## src/rtl/neuron_mac.sv

```systemverilog
// Pipelined signed multiply-accumulate for one neuron dot product, streamed under valid/ready.
// Build option MAC_SATURATE_EN: clamp the accumulator on signed overflow instead of wrapping.
module neuron_mac #(
  parameter int A_W   = 8,
  parameter int B_W   = 8,
  parameter int ACC_W = 32,
  parameter int CNT_W = 10
) (
  input  logic             clk,
  input  logic             rst,
  input  logic             in_valid,
  output logic             in_ready,
  input  logic [A_W-1:0]   in_a,
  input  logic [B_W-1:0]   in_b,
  input  logic             in_last,
  output logic             out_valid,
  input  logic             out_ready,
  output logic [ACC_W-1:0] out_sum,
  output logic [CNT_W-1:0] out_count,
  output logic             out_ovf
);

  localparam int P_W = A_W + B_W;
  localparam int EXT_W = ACC_W + 1 - P_W;
  localparam logic [CNT_W-1:0] CNT_ONE = {{(CNT_W-1){1'b0}}, 1'b1};
  localparam logic signed [ACC_W-1:0] ACC_MAX = {1'b0, {(ACC_W-1){1'b1}}};
  localparam logic signed [ACC_W-1:0] ACC_MIN = {1'b1, {(ACC_W-1){1'b0}}};

  logic signed [P_W-1:0]   r_p;
  logic                    r_p_vld;
  logic                    r_p_last;
  logic signed [ACC_W-1:0] r_acc;
  logic [CNT_W-1:0]        r_cnt;
  logic                    r_ovf;
  logic                    r_out_valid;
  logic signed [ACC_W-1:0] r_out_sum;
  logic [CNT_W-1:0]        r_out_count;
  logic                    r_out_ovf;

  logic                    w_en;
  logic signed [ACC_W:0]   w_s;
  logic                    w_ovf;
  logic signed [ACC_W-1:0] w_next;
  logic [CNT_W-1:0]        w_cnt_inc;

  // A pending result that is not being taken freezes the whole pipeline.
  assign w_en      = ~r_out_valid | out_ready;
  assign in_ready  = w_en & ~rst;
  assign w_s       = {r_acc[ACC_W-1], r_acc} + {{EXT_W{r_p[P_W-1]}}, r_p};
  assign w_ovf     = w_s[ACC_W] ^ w_s[ACC_W-1];
  assign w_cnt_inc = r_cnt + CNT_ONE;

  assign out_valid = r_out_valid;
  assign out_sum   = r_out_sum;
  assign out_count = r_out_count;
  assign out_ovf   = r_out_ovf;

  // Next accumulator value: wrapped sum, or clamped and held once saturated.
  always_comb begin
    w_next = w_s[ACC_W-1:0];
`ifdef MAC_SATURATE_EN
    if (r_ovf) begin
      w_next = r_acc;
    end else if (w_ovf) begin
      w_next = w_s[ACC_W] ? ACC_MIN : ACC_MAX;
    end else begin
      w_next = w_s[ACC_W-1:0];
    end
`endif
  end

  // Multiply stage, accumulate stage and result register.
  always_ff @(posedge clk) begin
    if (rst) begin
      r_p         <= '0;
      r_p_vld     <= 1'b0;
      r_p_last    <= 1'b0;
      r_acc       <= '0;
      r_cnt       <= '0;
      r_ovf       <= 1'b0;
      r_out_valid <= 1'b0;
      r_out_sum   <= '0;
      r_out_count <= '0;
      r_out_ovf   <= 1'b0;
    end else if (w_en) begin
      r_p      <= $signed(in_a) * $signed(in_b);
      r_p_vld  <= in_valid;
      r_p_last <= in_last & in_valid;
      // A last element retires the vector and clears state for the next one in the same edge.
      if (r_p_vld && r_p_last) begin
        r_out_valid <= 1'b1;
        r_out_sum   <= w_next;
        r_out_count <= w_cnt_inc;
        r_out_ovf   <= r_ovf | w_ovf;
        r_acc       <= '0;
        r_cnt       <= '0;
        r_ovf       <= 1'b0;
      end else if (r_p_vld) begin
        r_out_valid <= 1'b0;
        r_acc       <= w_next;
        r_cnt       <= w_cnt_inc;
        r_ovf       <= r_ovf | w_ovf;
      end else begin
        r_out_valid <= 1'b0;
      end
    end else begin
      r_p_vld <= r_p_vld;
    end
  end

endmodule

```

## config.mk

```make
export PLATFORM = sky130hd
export DESIGN_NAME = neuron_mac
export DESIGN_NICKNAME = d
export VERILOG_FILES = /design/src/rtl/neuron_mac.sv
export SDC_FILE = /design/constraint.sdc
export NUM_CORES = 1
export LEC_CHECK = 0
export BUFFER_PORTS_ARGS = -buffer_cell sky130_fd_sc_hd__buf_2
export CAP_MARGIN = 30
export CORE_MARGIN = 10
export CORE_UTILIZATION = 60
export DETAILED_ROUTE_END_ITERATION = 6
export PLACE_DENSITY = 0.9
export REMOVE_ABC_BUFFERS = 1
export SLEW_MARGIN = 20
export SYNTH_ARGS = -nofsm -noshare
export SYNTH_HDL_FRONTEND = slang
export SYNTH_SLANG_ARGS = --single-unit
```

## constraint.sdc

```tcl
create_clock -name clk -period 7.6 [get_ports clk]
set_clock_uncertainty 0.2 [all_clocks]
set_input_delay 0.38 -clock clk [delete_from_list [all_inputs] [get_ports clk]]
set_output_delay 0.38 -clock clk [all_outputs]
set_load 0.03 [all_outputs]
```

Yosys cells after proc, flatten, opt, wreduce, memory -nomap -nowiden

Index checks and enable logic that the tools add are counted.

Add/sub/neg operators: 2
$mul: 1
Multiplexer cells: 7
Bitwise operators: 7
Reduce and logical (&&, ||, !) cells: 4

Operators by type and width:

| cell                                                            | count |
|---|---|
| 32-bit two-way mux                                              | 2 |
| 32-bit by 16-bit adder with 33-bit output                       | 1 |
| 10-bit two-way mux                                              | 2 |
| 8-bit by 8-bit multiplier with 16-bit output                    | 1 |
| 10-bit by 1-bit adder with 10-bit output, second input constant | 1 |
| 2-bit AND reduction                                             | 2 |
| 1-bit two-way mux                                               | 3 |
| 1-bit bitwise AND                                               | 2 |
| 1-bit inverter                                                  | 2 |
| 1-bit bitwise OR                                                | 2 |
| 2-bit nonzero test                                              | 1 |
| 1-bit logical AND                                               | 1 |
| 1-bit bitwise XOR                                               | 1 |

Flip-flop bits (word level): 105
Bits of input ports: 21
Output and inout port bits: 45
Logic and storage cells: 31

Longest topological paths before layout

Gate-level depths: netlist (run 1).

Word-level depth: 5
Gate-level depth with buffers: 18
Depth with buffers taken out: 18

Worst setup path before layout (run 1)

OpenSTA, ideal clock, no wires.

Path kind: input -> register
Start: in in_a[3]
End: reg r_p[15]
Library setup time: 0.132 ns
Arrival: 4.183 ns
Required time: 7.268 ns
Slack: 3.084 ns
Stages: 16
Buffers on the path: 0
Path through: and2_1 -> fa_1 -> inv_1 -> fa_1 -> inv_1 -> fa_1 -> inv_1 -> fa_1 -> inv_1 -> ha_1 -> a2111oi_4 -> nor3_1 -> a41o_1 -> o41ai_2 -> xnor2_1 -> a21oi_1

Longest elaborated chain between the ends: 1

Ends and longest elaborated chain:

| what                                         | RTL line | text |
|---|---|---|
| from (decl)                                  | 13       | `input logic [A_W-1:0] in_a,` |
| 8-bit by 8-bit multiplier with 16-bit output | 86       | `r_p <= $signed(in_a) * $signed(in_b);` |
| to (signal assigned)                         | 86       |  |
| to (decl)                                    | 29       | `logic signed [P_W-1:0] r_p;` |

Every way passes these cells.
A chain may end at the register's enable or synchronous reset.

Final worst setup path (run 1)

Start: in in_a[0]
End: reg r_p[15]

The elaborated chain is that of the path after synthesis.

==> run metrics, run 1 <==
clock root cell clkbuf_16; CP required 7.59 ns; Setup crit end kind flop; most used cell, CP fa_1; cts repair resizes 0; CP bufs+invs 4; critical path arrival around 4.6 ns; Residual DRC 0; FFs w/ async S/R, synth 0; post-DR vias/cell ~5.8; CORE AREA between 10,000 and 15,000 um^2; first-pass GRT wire length ~31,000 um; max-capacitance violation count 0; Worst Setup Start Kind primary input; Highest Clock Rate 219.2 MHz; antenna viol nets, final 0; drt first pass iters 5; Area Growth Syn to Fin 9.305%; number of port buffers 65; Synth Area in Simple Gates 0.2001; TritonCTS clock tree built; sw frac 0.4170; Ys Warns 0; H-tree depth 3; dominant cell by count in the synthesized netlist nand2_1; critical path's slowest cell fa_1; Cells after Synth 989; Leak ~4.0 nW; CTS max path bufs 2; compound-cell area share of the yosys netlist 0.1856; row count 42; Worst-Skew Late Latency 0.35 ns; vias in the first global route roughly 6,700; Final Max Tran Viols 0; total wire length roughly 19,000 um; sequential share of the synthesized area 0.2605; Detailed Place HPWL about 15,000 um; Worst-path clk slew approximately 0.07 ns; Routability Congestion 0.9566; Syn Area/Cell ~8.2 um^2; combinational family with the most area after synthesis adder cells; Final Hold Fails 0; Die Ht 136.0 um; Internal Dissipation approximately 1.4 mW; initial antenna violation count 0; final net count approximately 1,200; fillers ~1,000; final worst slack approximately 3.0 ns; Reg power frac 0.274; Critical Path Max Stage Delay around 0.56 ns; Post-Synth XOR/XNOR Area 0.04994; total track usage 0.2051; postcts setup bufs 0; CP max FO 8; die width between 100 and 150 um; clock share of power 0.206; Synth Register Bits approximately 110; hold buffers post-CTS 0; Antenna Cells 0; boundary pin count between 60 and 70; Synth Cell Area 8068 um^2; Iter 0 DRT Violations between 600 and 700; prevailing post-synth register cell dfxtp_1; Pwr per Cell Area approximately 270 nW/um^2; Yosys top cell area share 0.2605; dominant cell type by area after synthesis dfxtp_1; worst slack at placement ~2.7 ns; final setup TNS 0 ns; largest net degree at the start of global routing 49; Hold WC Path Type primary input to flop; fin crit period approximately 4.6 ns; delay-heaviest family, CP adder cells; Setup violations, final 0; Psw approximately 1 mW; Final Cycle Share 0.6004; via count about 7,000; Final Instance Count excl. Fillers between 1,000 and 1,500; Post-Place Cells 1,193; CTS sink cnt approximately 110; post-synthesis adder-cell area fraction 0.2351; Slew headroom 0.4109; Peak supply drop about 0.25 mV; worst slew pin tran approximately 0.88 ns; CTS Buf Count 9; crit path kind primary input to flop; number of flops mapped to enable cells by yosys 0; DR WL/cell between 15 and 20 um; Logic pwr share 0.520; CP Cell Sequence buf_2 > nand2b_1 > fa_1 > fa_1 > inv_1 > fa_1 > inv_1 > fa_1 > inv_1 > ha_1 > a2111oi_4 > nor3_1 > a41o_1 > o41ai_2 > xnor2_1 > a21oi_1; RSZ-0062 raised after global routing no; layout cell share with drive strength beyond 1 0.09293; status finished, final reports clean; area of the die ~18,000 um^2; Congestion Overflow GR 0; Commonest cells post-synth nand2_1, dfxtp_1, a21oi_1, inv_1, nor2_1; Synth cell types 60; Initial Util 0.6116; Synth area leaders dfxtp_1, fa_1, ha_1, a21oi_1, nand2_1; post-synthesis mux area share 0.002636
power by group through the flow:
stage	Clock (mW)	Sequential (mW)	Combinational [mW]
after detailed placement	0	0.669	1.23
final	0.495	0.659	1.25
after global placement	0	0.666	1.18
after CTS	0.503	0.657	1.24
after floorplan	0	0.659	0.974
after global routing	0.524	0.663	1.41
layout by cell type (no fill, tap or decap), types with 9 or more instances in the layout:
master	synthesis	routed
nand2_1	123	123
nor3_1	19	19
nand3_1	25	25
o21ai_0	36	36
nand4_1	10	10
clkbuf_16	0	9
and2_1	49	49
a31oi_1	10	10
a22oi_1	17	17
buf_2	3	65
dfxtp_1	105	105
nand2b_1	9	9
nor2b_1	12	12
inv_1	95	95
nor2_1	71	71
fa_1	56	56
ha_1	62	62
xnor2_1	33	33
a21oi_1	95	95
xor2_1	13	13
a21o_1	18	18
per-stage QoR:
| step | total power [mW] | utilization | hold WS (ns) | area (um^2) |
|---|---|---|---|---|
| after floorplan | 1.632 | - | 0.2291 | 7895 |
| after global placement | 1.846 | 0.6445 | 0.2401 | 8501 |
| after detailed placement | 1.896 | 0.6445 | 0.2441 | 8501 |
| after CTS | 2.398 | 0.6686 | 0.08861 | 8818 |
| after global routing | 2.597 | 0.6686 | 0.09325 | 8818 |
| final | 2.402 | 0.6686 | 0.09377 | 8818 |
kinds of logic after synthesis:
logic type / count (synthesis)
AND/OR/NAND/NOR: 341
AO/OA/AOI/OAI: 236
buffers and inverters: 141
adder cells (fa/ha/maj): 118
flip-flops: 105
XOR/XNOR: 46
multiplexers: 2
layout make-up:
| class | count | area (um^2) | area share |
|---|---|---|---|
| multi-input combinational | 743 | 5433 | 0.6161 |
| clock buffer | 9 | 225.2 | 0.02554 |
| sequential | 105 | 2102 | 0.2384 |
| timing repair buffer | 73 | 385.4 | 0.04370 |
| tap | 176 | 220.2 | 0.02497 |
| inverter | 96 | 360.3 | 0.04086 |
| clock inverter | 7 | 92.59 | 0.01050 |
layer usage:
metal / vias up / global-route usage / wire length (um)
met5: - / 0 / 0
met4: 0 / 0.06450 / 446
met1: 3332 / 0.2554 / 7968
li1: 3419 / - / -
met3: 38 / 0.03616 / 1152
met2: 214 / 0.3523 / 9650
flip-flops by register name, summed over array words and instances, names as in the netlist:
register   flops
r_p_last       1
r_p_vld        1
out_valid      1
r_p           16
out_ovf        1
out_sum       32
r_acc         32
out_count     10
r_ovf          1
r_cnt         10
worst register-to-register path, delay by kind of cell, from the launching register on:
kind	cells	cell delay, ns
and+or+nand+nor	2	0.39
AOI/OAI and AO/OA	6	1.49
adders and majority gates	1	0.45
DFF	1	0.90
worst paths after layout:
| check | startpoint | slack (ns) | endpoint | depth (start not counted) |
|---|---|---|---|---|
| worst max-delay path | in_a[0] | 3.04 | r_p[15]$_SDFFE_PP0N_ | 16 |
| worst min-delay path | in_valid | 0.09 | r_p_vld$_SDFFE_PP0N_ | 3 |
| worst max register to register | r_p[15]$_SDFFE_PP0N_ | 4.08 | out_sum[25]$_SDFFE_PP0P_ | 9 |
| worst min register to register | out_sum[15]$_SDFFE_PP0P_ | 0.25 | out_sum[15]$_SDFFE_PP0P_ | 2 |
Note: power is estimated with default switching activity, not from simulation.
==> run 2, diff against run 1 <==
--- a/config.mk
+++ b/config.mk
@@ -5,12 +5,13 @@
 export SDC_FILE = /design/constraint.sdc
 export NUM_CORES = 1
 export LEC_CHECK = 0
+export ABC_AREA = 1
 export BUFFER_PORTS_ARGS = -buffer_cell sky130_fd_sc_hd__buf_2
 export CAP_MARGIN = 30
 export CORE_MARGIN = 10
-export CORE_UTILIZATION = 60
+export CORE_UTILIZATION = 56
 export DETAILED_ROUTE_END_ITERATION = 6
-export PLACE_DENSITY = 0.9
+export PLACE_DENSITY = 0.88
 export REMOVE_ABC_BUFFERS = 1
 export SLEW_MARGIN = 20
 export SYNTH_ARGS = -nofsm -noshare
==> constraint.sdc (replaced) <==
create_clock -name clk -period 3.66 [get_ports clk]
set_clock_uncertainty 0.2 [all_clocks]
set_input_delay 0.183 -clock clk [delete_from_list [all_inputs] [get_ports clk]]
set_output_delay 0.183 -clock clk [all_outputs]
set_load 0.03 [all_outputs]
==> run metrics, run 2 <==
Final Hold Fails 0 (unchanged); Final Max Tran Viols 0 (unchanged); post-DR vias/cell 5.315 (was 5.792); via count 8,876 (was 7,003); status finished with violations (was finished, final reports clean); Yosys top cell area share 0.2335 (was 0.2605); max-capacitance violation count 0 (unchanged); Hold WC Path Type primary input to flop (unchanged); critical path arrival 4.05 ns (was 4.55 ns); Synth cell types 43 (was 60); number of flops mapped to enable cells by yosys 0 (unchanged); register area 2102 um^2 (unchanged); Final Cycle Share 1.094; worst slew pin tran 0.7372 ns (was 0.8825 ns); Die Ht 146.8 um (was 136.0 um); overall power 6.610 mW (was 2.402 mW); Setup violations, final 7 (was 0); Worst-path clk slew 0.07 ns (about the same); initial antenna violation count 0 (unchanged); Commonest cells post-synth nand2_1, inv_1, nor2_1 (was nand2_1, dfxtp_1, a21oi_1, inv_1, nor2_1); dominant cell type by area after synthesis dfxtp_1 (unchanged); Worst Setup Start Kind primary input (unchanged); total track usage 0.2226 (was 0.2051); H-tree depth 3 (unchanged); die width 146.8 um (was 136.0 um); final net count 1,589 (was 1,167); Pwr per Cell Area 620.3 nW/um^2 (was 272.4 nW/um^2); boundary pin count 66 (unchanged); Initial Util 0.5687 (was 0.6116); CTS Buf Count 9 (unchanged); fillers 1,262 (was 1,037); final worst slack -0.3423 ns (was 3.037 ns); sequential share of the synthesized area 0.2335 (was 0.2605); drt first pass iters 5 (unchanged); failing checks negative setup slack; clock share of power 0.148 (was 0.206); Ys Warns 0 (unchanged); prevailing post-synth register cell dfxtp_1 (unchanged); fin crit period between 4 and 5 ns; number of port buffers 65 (unchanged); CP max FO 7 (was 8); Antenna Cells 0 (unchanged); CTS sink cnt 105 (unchanged); sw frac 0.4450 (was 0.4170); FF-to-FF setup slack 1.06 ns (was 4.08 ns); DR WL/cell 15.14 um (was 15.90 um); total wire length 25,290 um (was 19,220 um); TritonCTS clock tree built (unchanged); Reg power frac 0.201 (was 0.274); Synth Cell Area 9001 um^2 (was 8068 um^2); commonest non-fill, non-tap cells in the layout nand2_1, inv_1, nor2_1, dfxtp_1, a21oi_1 (was nand2_1, dfxtp_1, inv_1, a21oi_1, nor2_1); FFs w/ async S/R, synth 0 (unchanged); Peak supply drop 0.6725 mV (was 0.2458 mV); area of the die 21,540 um^2 (was 18,480 um^2); Synth area leaders dfxtp_1, nand2_1, fa_1, inv_1, ha_1 (was dfxtp_1, fa_1, ha_1, a21oi_1, nand2_1); CP required 3.71 ns (was 7.59 ns); antenna viol nets, final 0 (unchanged); Residual DRC 0 (unchanged); Congestion Overflow GR 0 (unchanged); Synth Register Bits 105 (unchanged); vias in the first global route 8,739 (was 6,687); RSZ-0062 raised after global routing yes (was no); Highest Clock Rate roughly 250 MHz; Setup crit end kind flop (unchanged); Area Growth Syn to Fin 18.38% (was 9.305%); Worst-Skew Late Latency 0.36 ns (was 0.35 ns); Syn Area/Cell 6.663 um^2 (was 8.157 um^2); final setup TNS -1.448 ns (was 0 ns); layout cell share with drive strength beyond 1 0.1871 (was 0.09293); Logic pwr share 0.651 (was 0.520); Internal Dissipation 3.668 mW (was 1.400 mW); first-pass GRT wire length 40,160 um (was 31,460 um); Iter 0 DRT Violations 695 (was 635); Leak 5.995 nW (was 3.996 nW); Detailed Place HPWL 17,560 um (was 14,540 um); CTS max path bufs 2 (unchanged); clock root cell clkbuf_16 (unchanged); row count 46 (was 42); crit path kind primary input to flop (unchanged); CORE AREA 15,830 um^2 (was 13,190 um^2); Routability Congestion 0.9425 (was 0.9566); largest net degree at the start of global routing 46 (was 49); commonest non-fill, non-tap cell in the layout nand2_1 (unchanged); Slew headroom 0.5080 (was 0.4109); Cells after Synth 1,351 (was 989); Psw 2.941 mW (was 1.002 mW); dominant cell by count in the synthesized netlist nand2_1 (unchanged); multi-input logic area 5954 um^2 (was 5433 um^2)
-- run 2: cell count changes in the layout (fill, tap and decap cells not counted), moves of 15 or more --
cell     change
nand2_1    +215
nor2_1      +53
inv_2       +29
xnor2_1     -21
inv_1      +160
and2_1      -49
nand2_2     +35
buf_4       +52
a22oi_1     -15
o21ai_0     +15
-- run 2: cell type report --
type / instances / share of cell area
clock buffer: 11 / 0.02278
clock inverter: 4 / 0.004932
tap: 216 / 0.02536
inverter: 286 / 0.1012
sequential: 105 / 0.1973
timing repair buffer: 133 / 0.08960
multi-input combinational: 915 / 0.5588
-- run 2: per-stage QoR --
stage	utilization	std cells	setup slack (ns)	hold slack, ns	instance area (um^2)
after floorplan	-	1306	-0.5987	0.04544	8796
after global placement	0.6193	1641	-0.7491	0.2526	9802
after detailed placement	0.6193	1641	-0.9136	0.2583	9802
after CTS	0.6600	1663	-0.02672	0.03388	10450
after global routing	0.6732	1670	-0.4606	0.05507	10660
final	0.6732	1670	-0.3423	0.05454	10660
-- run 2: power by group through the flow --
stage / Clock [mW] / Combinational, mW / Sequential (mW)
2_1_floorplan: 0 / 2.00 / 1.37
3_3_place_gp: 0 / 2.89 / 1.35
3_5_place_dp: 0 / 3.01 / 1.35
4_1_cts: 0.991 / 3.57 / 1.33
5_1_grt: 1.03 / 4.67 / 1.34
6_report: 0.979 / 4.30 / 1.33
-- run 2: cells by family after synthesis --
group	Yosys count	synth area share
buf+inv	331	0.1421
fa+ha+maj	118	0.2107
xor+xnor	34	0.03308
flops	105	0.2335
compound gates	176	0.1083
simple gates	587	0.2723
-- run 2: metal layers --
metal / up-vias / global-route usage / routed length [um]
met5: - / 0 / 0
met4: 0 / 0.08959 / 978
met3: 107 / 0.04269 / 1840
met2: 373 / 0.3804 / 12210
met1: 4111 / 0.2691 / 10260
li1: 4285 / - / -
-- run 2: worst paths after layout --
| path | from | to | cells past startpoint |
|---|---|---|---|
| worst max register to register | r_p[0]$_SDFFE_PP0N_ | r_acc[10]$_SDFFE_PP0P_ | 13 |
| worst max-delay path | in_b[7] | r_p[14]$_SDFFE_PP0N_ | 21 |
| worst min register to register | r_acc[31]$_SDFFE_PP0P_ | r_acc[31]$_SDFFE_PP0P_ | 2 |
| worst min-delay path | out_ready | r_p_last$_SDFFE_PP0N_ | 4 |
-- run 2: critical path, stage by stage --
cell,delay [ns]
buf_6,0.10
inv_2,0.07
buf_6,0.13
nor2_2,0.04
fa_1,0.49
inv_1,0.06
fa_1,0.51
inv_1,0.05
fa_1,0.47
inv_1,0.05
fa_1,0.51
inv_2,0.05
ha_4,0.24
nand2_1,0.10
nand2_1,0.09
a31oi_2,0.24
nand3_1,0.21
nand2_1,0.15
nand3_1,0.09
o211ai_1,0.13
inv_1,0.07
-- run 2: repair_timing --
item,in CTS,in global routing
hold endpoints to repair,2,0
gates resized for setup,86,43
endpoints found under the setup margin,8,8
cloned,0,0
hold buffers,2,0
setup buffers,6,6
pin swaps,62,29
